--- config.mk ---
export PLATFORM = sky130hd
export DESIGN_NAME = pulse_gen
export DESIGN_NICKNAME = d
export VERILOG_FILES = /design/src/rtl/pulse_gen_pkg.sv /design/src/rtl/pulse_gen_tick_div.sv /design/src/rtl/pulse_gen.sv
export SDC_FILE = /design/constraint.sdc
export NUM_CORES = 1
export LEC_CHECK = 0
export ABC_AREA = 1
export CAP_MARGIN = 10
export CORE_MARGIN = 5
export CORE_UTILIZATION = 65
export DETAILED_ROUTE_END_ITERATION = 7
export PLACE_DENSITY = 0.85
export SYNTH_ARGS = -nofsm -noshare
export SYNTH_HDL_FRONTEND = slang
export SYNTH_SLANG_ARGS = --single-unit
--- constraint.sdc ---
create_clock -name clk -period 4.7 [get_ports clk]
set_clock_uncertainty 0.1 [all_clocks]
set_input_delay 1.41 -clock clk [delete_from_list [all_inputs] [get_ports clk]]
set_output_delay 1.41 -clock clk [all_outputs]
set_load 0.03 [all_outputs]
--- src/rtl/pulse_gen_pkg.sv ---
// pulse_gen_pkg: shared FSM states, config register addresses and default prescale for pulse_gen
// Optional macro PULSE_GEN_DELAY_EN adds the DELAY state.
package pulse_gen_pkg;
  typedef enum logic [2:0] {
    S_IDLE,
`ifdef PULSE_GEN_DELAY_EN
    S_DELAY,
`endif
    S_HIGH,
    S_LOW,
    S_FIN
  } state_t;
  localparam logic [1:0] ADDR_PERIOD = 2'd0;
  localparam logic [1:0] ADDR_WIDTH  = 2'd1;
  localparam logic [1:0] ADDR_COUNT  = 2'd2;
  localparam logic [1:0] ADDR_DELAY  = 2'd3;
  localparam int DEF_CLK_DIV = 50;
endpackage

--- src/rtl/pulse_gen_tick_div.sv ---
// tick_div: prescaler giving a one-clk tick every CLK_DIV clocks, restarted by clr
// Ports: clk, rst (sync, active-high), clr (restart count), tick (one-clk strobe).
module tick_div import pulse_gen_pkg::*; #(
  parameter int CLK_DIV = DEF_CLK_DIV
) (
  input  logic clk,
  input  logic rst,
  input  logic clr,
  output logic tick
);
  logic [15:0] r_cnt;
  assign tick = r_cnt == 16'(CLK_DIV - 1);
  always_ff @(posedge clk)
    if (rst || clr) r_cnt <= '0;
    else r_cnt <= tick ? '0 : r_cnt + 16'd1;
endmodule

--- src/rtl/pulse_gen.sv ---
// pulse_gen: configurable optical sync pulse-train generator
// Ports: clk, rst (sync, active-high); cfg_we/cfg_addr/cfg_data write PERIOD, WIDTH, COUNT, DELAY;
// start/stop request or abort a train; pulse_out, busy, done, pulse_cnt report the train.
// Optional macro PULSE_GEN_DELAY_EN adds the DELAY register and state.
module pulse_gen import pulse_gen_pkg::*; #(
  parameter int CLK_DIV = DEF_CLK_DIV,
  parameter int W = 8
) (
  input  logic         clk,
  input  logic         rst,
  input  logic         cfg_we,
  input  logic [1:0]   cfg_addr,
  input  logic [W-1:0] cfg_data,
  input  logic         start,
  input  logic         stop,
  output logic         pulse_out,
  output logic         busy,
  output logic         done,
  output logic [W-1:0] pulse_cnt
);
  state_t       r_state;
  logic [W-1:0] r_period, r_width, r_count;
  logic [W-1:0] r_sh_period, r_sh_width, r_sh_count;
  logic [W-1:0] r_cnt, r_tcnt;
  logic         r_pulse, r_busy, r_done;
  logic         w_tick, w_accept, w_run, w_last, w_ps_pulse;
  logic [W-1:0] w_width_c, w_wsrc, w_target, w_cnt_inc;
  state_t       w_ps_state;

  tick_div #(.CLK_DIV(CLK_DIV)) u_tick (.clk(clk), .rst(rst), .clr(w_accept), .tick(w_tick));

  always_ff @(posedge clk)
    if (rst) begin
      r_period <= '0;
      r_width  <= '0;
      r_count  <= '0;
    end else if (cfg_we) begin
      if (cfg_addr == ADDR_PERIOD) r_period <= cfg_data;
      if (cfg_addr == ADDR_WIDTH) r_width <= cfg_data;
      if (cfg_addr == ADDR_COUNT) r_count <= cfg_data;
    end

  always_ff @(posedge clk)
    if (rst) begin
      r_sh_period <= '0;
      r_sh_width  <= '0;
      r_sh_count  <= '0;
    end else if (w_accept) begin
      r_sh_period <= r_period;
      r_sh_width  <= w_width_c;
      r_sh_count  <= r_count;
    end

`ifdef PULSE_GEN_DELAY_EN
  logic [W-1:0] r_delay, r_sh_delay;
  always_ff @(posedge clk)
    if (rst) r_delay <= '0;
    else if (cfg_we && cfg_addr == ADDR_DELAY) r_delay <= cfg_data;
  always_ff @(posedge clk)
    if (rst) r_sh_delay <= '0;
    else if (w_accept) r_sh_delay <= r_delay;
  assign w_target = r_state == S_HIGH ? r_sh_width :
                    r_state == S_LOW  ? r_sh_period - r_sh_width : r_sh_delay;
`else
  assign w_target = r_state == S_HIGH ? r_sh_width : r_sh_period - r_sh_width;
`endif

  assign w_accept   = r_state == S_IDLE && start && !stop && r_period != '0;
  assign w_run      = r_state != S_IDLE && r_state != S_FIN;
  assign w_width_c  = r_width >= r_period ? r_period - W'(1) : r_width;
  assign w_last     = w_tick && r_tcnt == w_target - W'(1);
  // A period starting from IDLE must use the live config, since the shadows load on the same edge.
  assign w_wsrc     = r_state == S_IDLE ? w_width_c : r_sh_width;
  assign w_ps_state = w_wsrc == '0 ? S_LOW : S_HIGH;
  assign w_ps_pulse = w_wsrc != '0;
  assign w_cnt_inc  = r_state == S_IDLE ? W'(1) : &r_cnt ? r_cnt : r_cnt + W'(1);

  // Outputs are registered together with the state they describe.
  always_ff @(posedge clk) begin
    if (rst) begin
      r_state <= S_IDLE;
      r_pulse <= 1'b0;
      r_busy  <= 1'b0;
      r_done  <= 1'b0;
      r_cnt   <= '0;
      r_tcnt  <= '0;
    end else begin
      r_done <= 1'b0;
      if (stop && w_run) begin
        r_state <= S_FIN;
        r_pulse <= 1'b0;
      end else begin
        if (w_tick) r_tcnt <= r_tcnt + W'(1);
        case (r_state)
          S_IDLE: if (w_accept) begin
            r_busy  <= 1'b1;
            r_tcnt  <= '0;
            r_state <= w_ps_state;
            r_pulse <= w_ps_pulse;
            r_cnt   <= w_cnt_inc;
`ifdef PULSE_GEN_DELAY_EN
            if (r_delay != '0) begin
              r_state <= S_DELAY;
              r_pulse <= 1'b0;
              r_cnt   <= '0;
            end
`endif
          end
`ifdef PULSE_GEN_DELAY_EN
          S_DELAY: if (w_last) begin
            r_state <= w_ps_state;
            r_pulse <= w_ps_pulse;
            r_cnt   <= w_cnt_inc;
            r_tcnt  <= '0;
          end
`endif
          S_HIGH: if (w_last) begin
            r_state <= S_LOW;
            r_pulse <= 1'b0;
            r_tcnt  <= '0;
          end
          S_LOW: if (w_last) begin
            if (r_sh_count != '0 && r_cnt == r_sh_count) r_state <= S_FIN;
            else begin
              r_state <= w_ps_state;
              r_pulse <= w_ps_pulse;
              r_cnt   <= w_cnt_inc;
              r_tcnt  <= '0;
            end
          end
          S_FIN: begin
            r_state <= S_IDLE;
            r_busy  <= 1'b0;
            r_done  <= 1'b1;
          end
          default: ;
        endcase
      end
    end
  end

  assign pulse_out = r_pulse;
  assign busy      = r_busy;
  assign done      = r_done;
  assign pulse_cnt = r_cnt;
endmodule

==> results summary <==
The internal reg-to-reg setup slack is 1540 ps. The worst setup path is captured at a register. The cell type contributing the most total cell area after synthesis is dfxtp_1.

Among all flip-flop cells after synthesis, the most frequent one is dfxtp_1. The first global-routing pass estimated 21,400 um of wire. The max-capacitance violation count came out at 0. The average routed wire per standard cell came out at 14.4 um. The peak supply drop is 232 uV. The proportion of synthesized flip-flops having asynchronous set or reset came out at 0%. The total power divided by cell area is 479 nW/um^2. The count of synthesis-stage warnings from yosys is 0. Synthesis handed over a netlist of 737 instances.

The number of antenna diodes is 0. The count of endpoints failing hold in the final timing report is 0. STA classifies the critical path startpoint as an input port. The worst reg-to-reg path cell count came out at 17. The proportion of synthesized chip area in sequential cells is 33.5%. The I/O pin count came out at 26.

The longest clock path from root to sink contains 2 buffers. The total track usage is 26.6%. For this run, the top clock speed supported by timing is 281 MHz. The worst register-to-register path begins at r_state[1].

The worst setup path is of the in2reg kind. The worst setup path endpoint is u_tick.r_cnt[13]. The power consumption is 0.00267 W. The shortest period the worst path allows came out at 3560 ps.

The via count of the first global-routing pass came out at 4,714. The total area inside the core boundary comes to 7650 sq um. Tracing the worst setup path back leads to its startpoint at stop. The H-tree depth is 3. In this run the static leakage power is 2.50 nW. The clock latency at the later pin of the worst-skew pair is 370 ps. TritonCTS built the clock tree. The path class of the tightest hold or removal check is reg2reg. After the last flow step, the layout net total stands at 800. The number of design-rule violations left by the first detailed-router iteration is 373. The antenna violation net count after detailed routing is 0. In the final layout, the share of cells above drive strength 1 is 5.51%. The critical path goes through clkdlybuf4s50_1 -> nor2_1 -> nand2_1 -> inv_1 -> nor2_1 -> inv_1 -> nor2_1 -> inv_2 -> nor2_1 -> o211ai_1 -> inv_1. The placement row count came out at 32. The worst register-to-register path ends at pulse_cnt[6].

The count of endpoints failing setup in the final report came out at 0. STA puts the critical path data required time at 4910 ps. The largest fanout of any net on the critical path came out at 20. The wire length after detailed routing came out at 12,400 um.

Clock tree synthesis inserted a total of 9 buffers. The number of clock sinks is 85. In the routed design, unresolved DRC markers number 0. Sorting the synthesized cells by area gives the leading types as dfxtp_1 34%, nand2_1 11%, inv_1 8.4%, a21oi_1 6.7%, ha_1 6.7%. In this run the tool buffered the top-level ports with 25 buffer cells. The clock transition at the registers of the reported paths came out at 90 ps.

On the critical path, the stage with the largest delay is an instance of clkdlybuf4s50_1. The final cycle utilization of the critical path is 75.8%. By instance count, the cell type seen most on the critical path is nor2_1. Summing every instance area after synthesis gives 5070 sq um. The weighted congestion reported at the end of routability-driven placement is 0.952.

The HPWL after detailed placement is 9330 um. The count of vias placed by the detailed router is 4,931. The flip-flop and latch count after synthesis came out at 85. The maximum number of pins on one net before global-route repair came out at 38. Setup repair after global routing left no endpoint under its margin. The number of max-slew violations in the final report is 0. nand2_1 is the most common cell in the netlist. CTS placed an instance of clkbuf_8 at the clock tree root.

The number of antenna violations at the first check in global routing is 0. At the worst endpoint, the arrival time is 3770 ps. The effective utilization at floorplan is 66.3%. The run finished with clean final reports.

The post-cts repair resize count is 0. The worst-case headroom to the max-slew limit came out at 38.7%. The horizontal die dimension is 98.4 um. The proportion of netlist area held by the largest area contributor came out at 33.5%. The number of distinct library cells after synthesis came out at 43. A synthesized cell averages 6.88 sq um.

The via-per-instance ratio came out at 5.71. In this run the vertical extent of the chip is 98.4 um. The full die area is 9670 sq um. The detailed-router iteration count before antenna repair is 5. On the worst path, the slowest cell contributes a delay of 570 ps. The aggregate global routing overflow came out at 0. The pin slew with the least headroom to its limit came out at 919 ps. Sorting the synthesized cells by how often they occur yields 147 x nand2_1, 113 x inv_1, 85 x dfxtp_1, 68 x a21oi_1, 62 x nor2_1. The synthesized net count came out at 780.

Compared with the post-synthesis result, the final layout area differs by 9.94%. Buffers inserted to repair hold after CTS numbered 0. The accumulated negative setup slack is 0 ps. Post-CTS timing repair inserted 0 buffers for setup. The number of enable flip-flop cells after synthesis came out at 0.
[through the flow]
stage | instance area [sq um] | hold WS [ps] | utilization [%] | setup WS (ps) | instances
floorplan | 5070 | 320 | - | 1880 | 737
global placement | 5390 | 338 | 70.5 | 992 | 848
detailed placement | 5390 | 344 | 70.5 | 832 | 848
CTS | 5580 | 357 | 72.9 | 1220 | 864
global route | 5580 | 390 | 72.9 | 802 | 864
finish | 5580 | 354 | 72.9 | 1140 | 864
[worst max-delay path: cells and delay by family]
kind / cells / cell delay [ps]
AO/OA/AOI/OAI: 1 / 90
buffers and inverters: 5 / 1000
AND/OR/NAND/NOR: 5 / 1270
[flip-flops by register name, summed over array words and instances (netlist names)]
| name | cells |
|---|---|
| u_tick.r_cnt | 16 |
| r_width | 8 |
| r_sh_width | 8 |
| busy | 1 |
| r_count | 8 |
| pulse_out | 1 |
| r_sh_count | 8 |
| pulse_cnt | 8 |
| r_sh_period | 8 |
| r_state | 2 |
| r_period | 8 |
| done | 1 |
| r_tcnt | 8 |
[report_power, final]
| part | leakage [nW] | switching (W) | total [W] | internal, W |
|---|---|---|---|---|
| sequential | 0.692 | 0.0000577 | 0.000839 | 0.000781 |
| clock | 0.0922 | 0.000306 | 0.000513 | 0.000207 |
| combinational | 1.72 | 0.000872 | 0.00132 | 0.000447 |
[worst min-delay path by stage]
stage / slack (ps) / cells past startpoint / end / start
final: 350 / 2 / r_count[0] / r_count[0]
after global routing: 390 / 2 / r_count[0] / r_count[0]
after CTS: 360 / 2 / r_count[0] / r_count[0]
after detailed placement: 340 / 2 / r_count[0] / r_count[0]
after global placement: 340 / 2 / r_count[0] / r_count[0]
after floorplan: 320 / 2 / r_count[4] / r_count[4]
[layer usage]
| layer | track usage [%] | part of all wire, % | vias to the layer above |
|---|---|---|---|
| met5 | 0 | 0 | - |
| met4 | 10.1 | 2.3 | 0 |
| met3 | 4.21 | 4.6 | 36 |
| met2 | 45.3 | 49 | 153 |
| met1 | 33.8 | 44 | 2282 |
| li1 | - | - | 2460 |
[cells in the final DEF, fill, tap and decap left out, types with 17 or more instances in the layout]
cell type,netlist,final
a21oi_1,68,68
clkdlybuf4s50_1,0,25
dfxtp_1,85,85
ha_1,27,27
inv_1,113,113
nand2_1,147,147
nand3_1,53,53
nand4_1,20,20
nor2_1,62,62
o21ai_0,50,50
xor2_1,17,17
[layout make-up]
class	instances	area, sq um
Multi-Input combinational cell	516	2840
Timing Repair Buffer	28	273
Clock buffer	9	124
Fill cell	611	2070
Clock inverter	7	66.3
Inverter	117	442
Tap cell	102	128
Sequential cell	85	1700
[kinds of logic (layout without fill, tap and decap cells)]
group | Yosys count | count (layout) | share of synthesized area [%]
adders and majority gates | 28 | 28 | 7.05
xor gates and xnor gates | 24 | 24 | 4.14
DFF | 85 | 85 | 33.5
AOI/OAI and AO/OA | 140 | 140 | 15.4
and+or+nand+nor | 324 | 324 | 29.5
buffers and inverters | 136 | 161 | 10.4
Note: power is estimated with default switching activity, not from simulation.
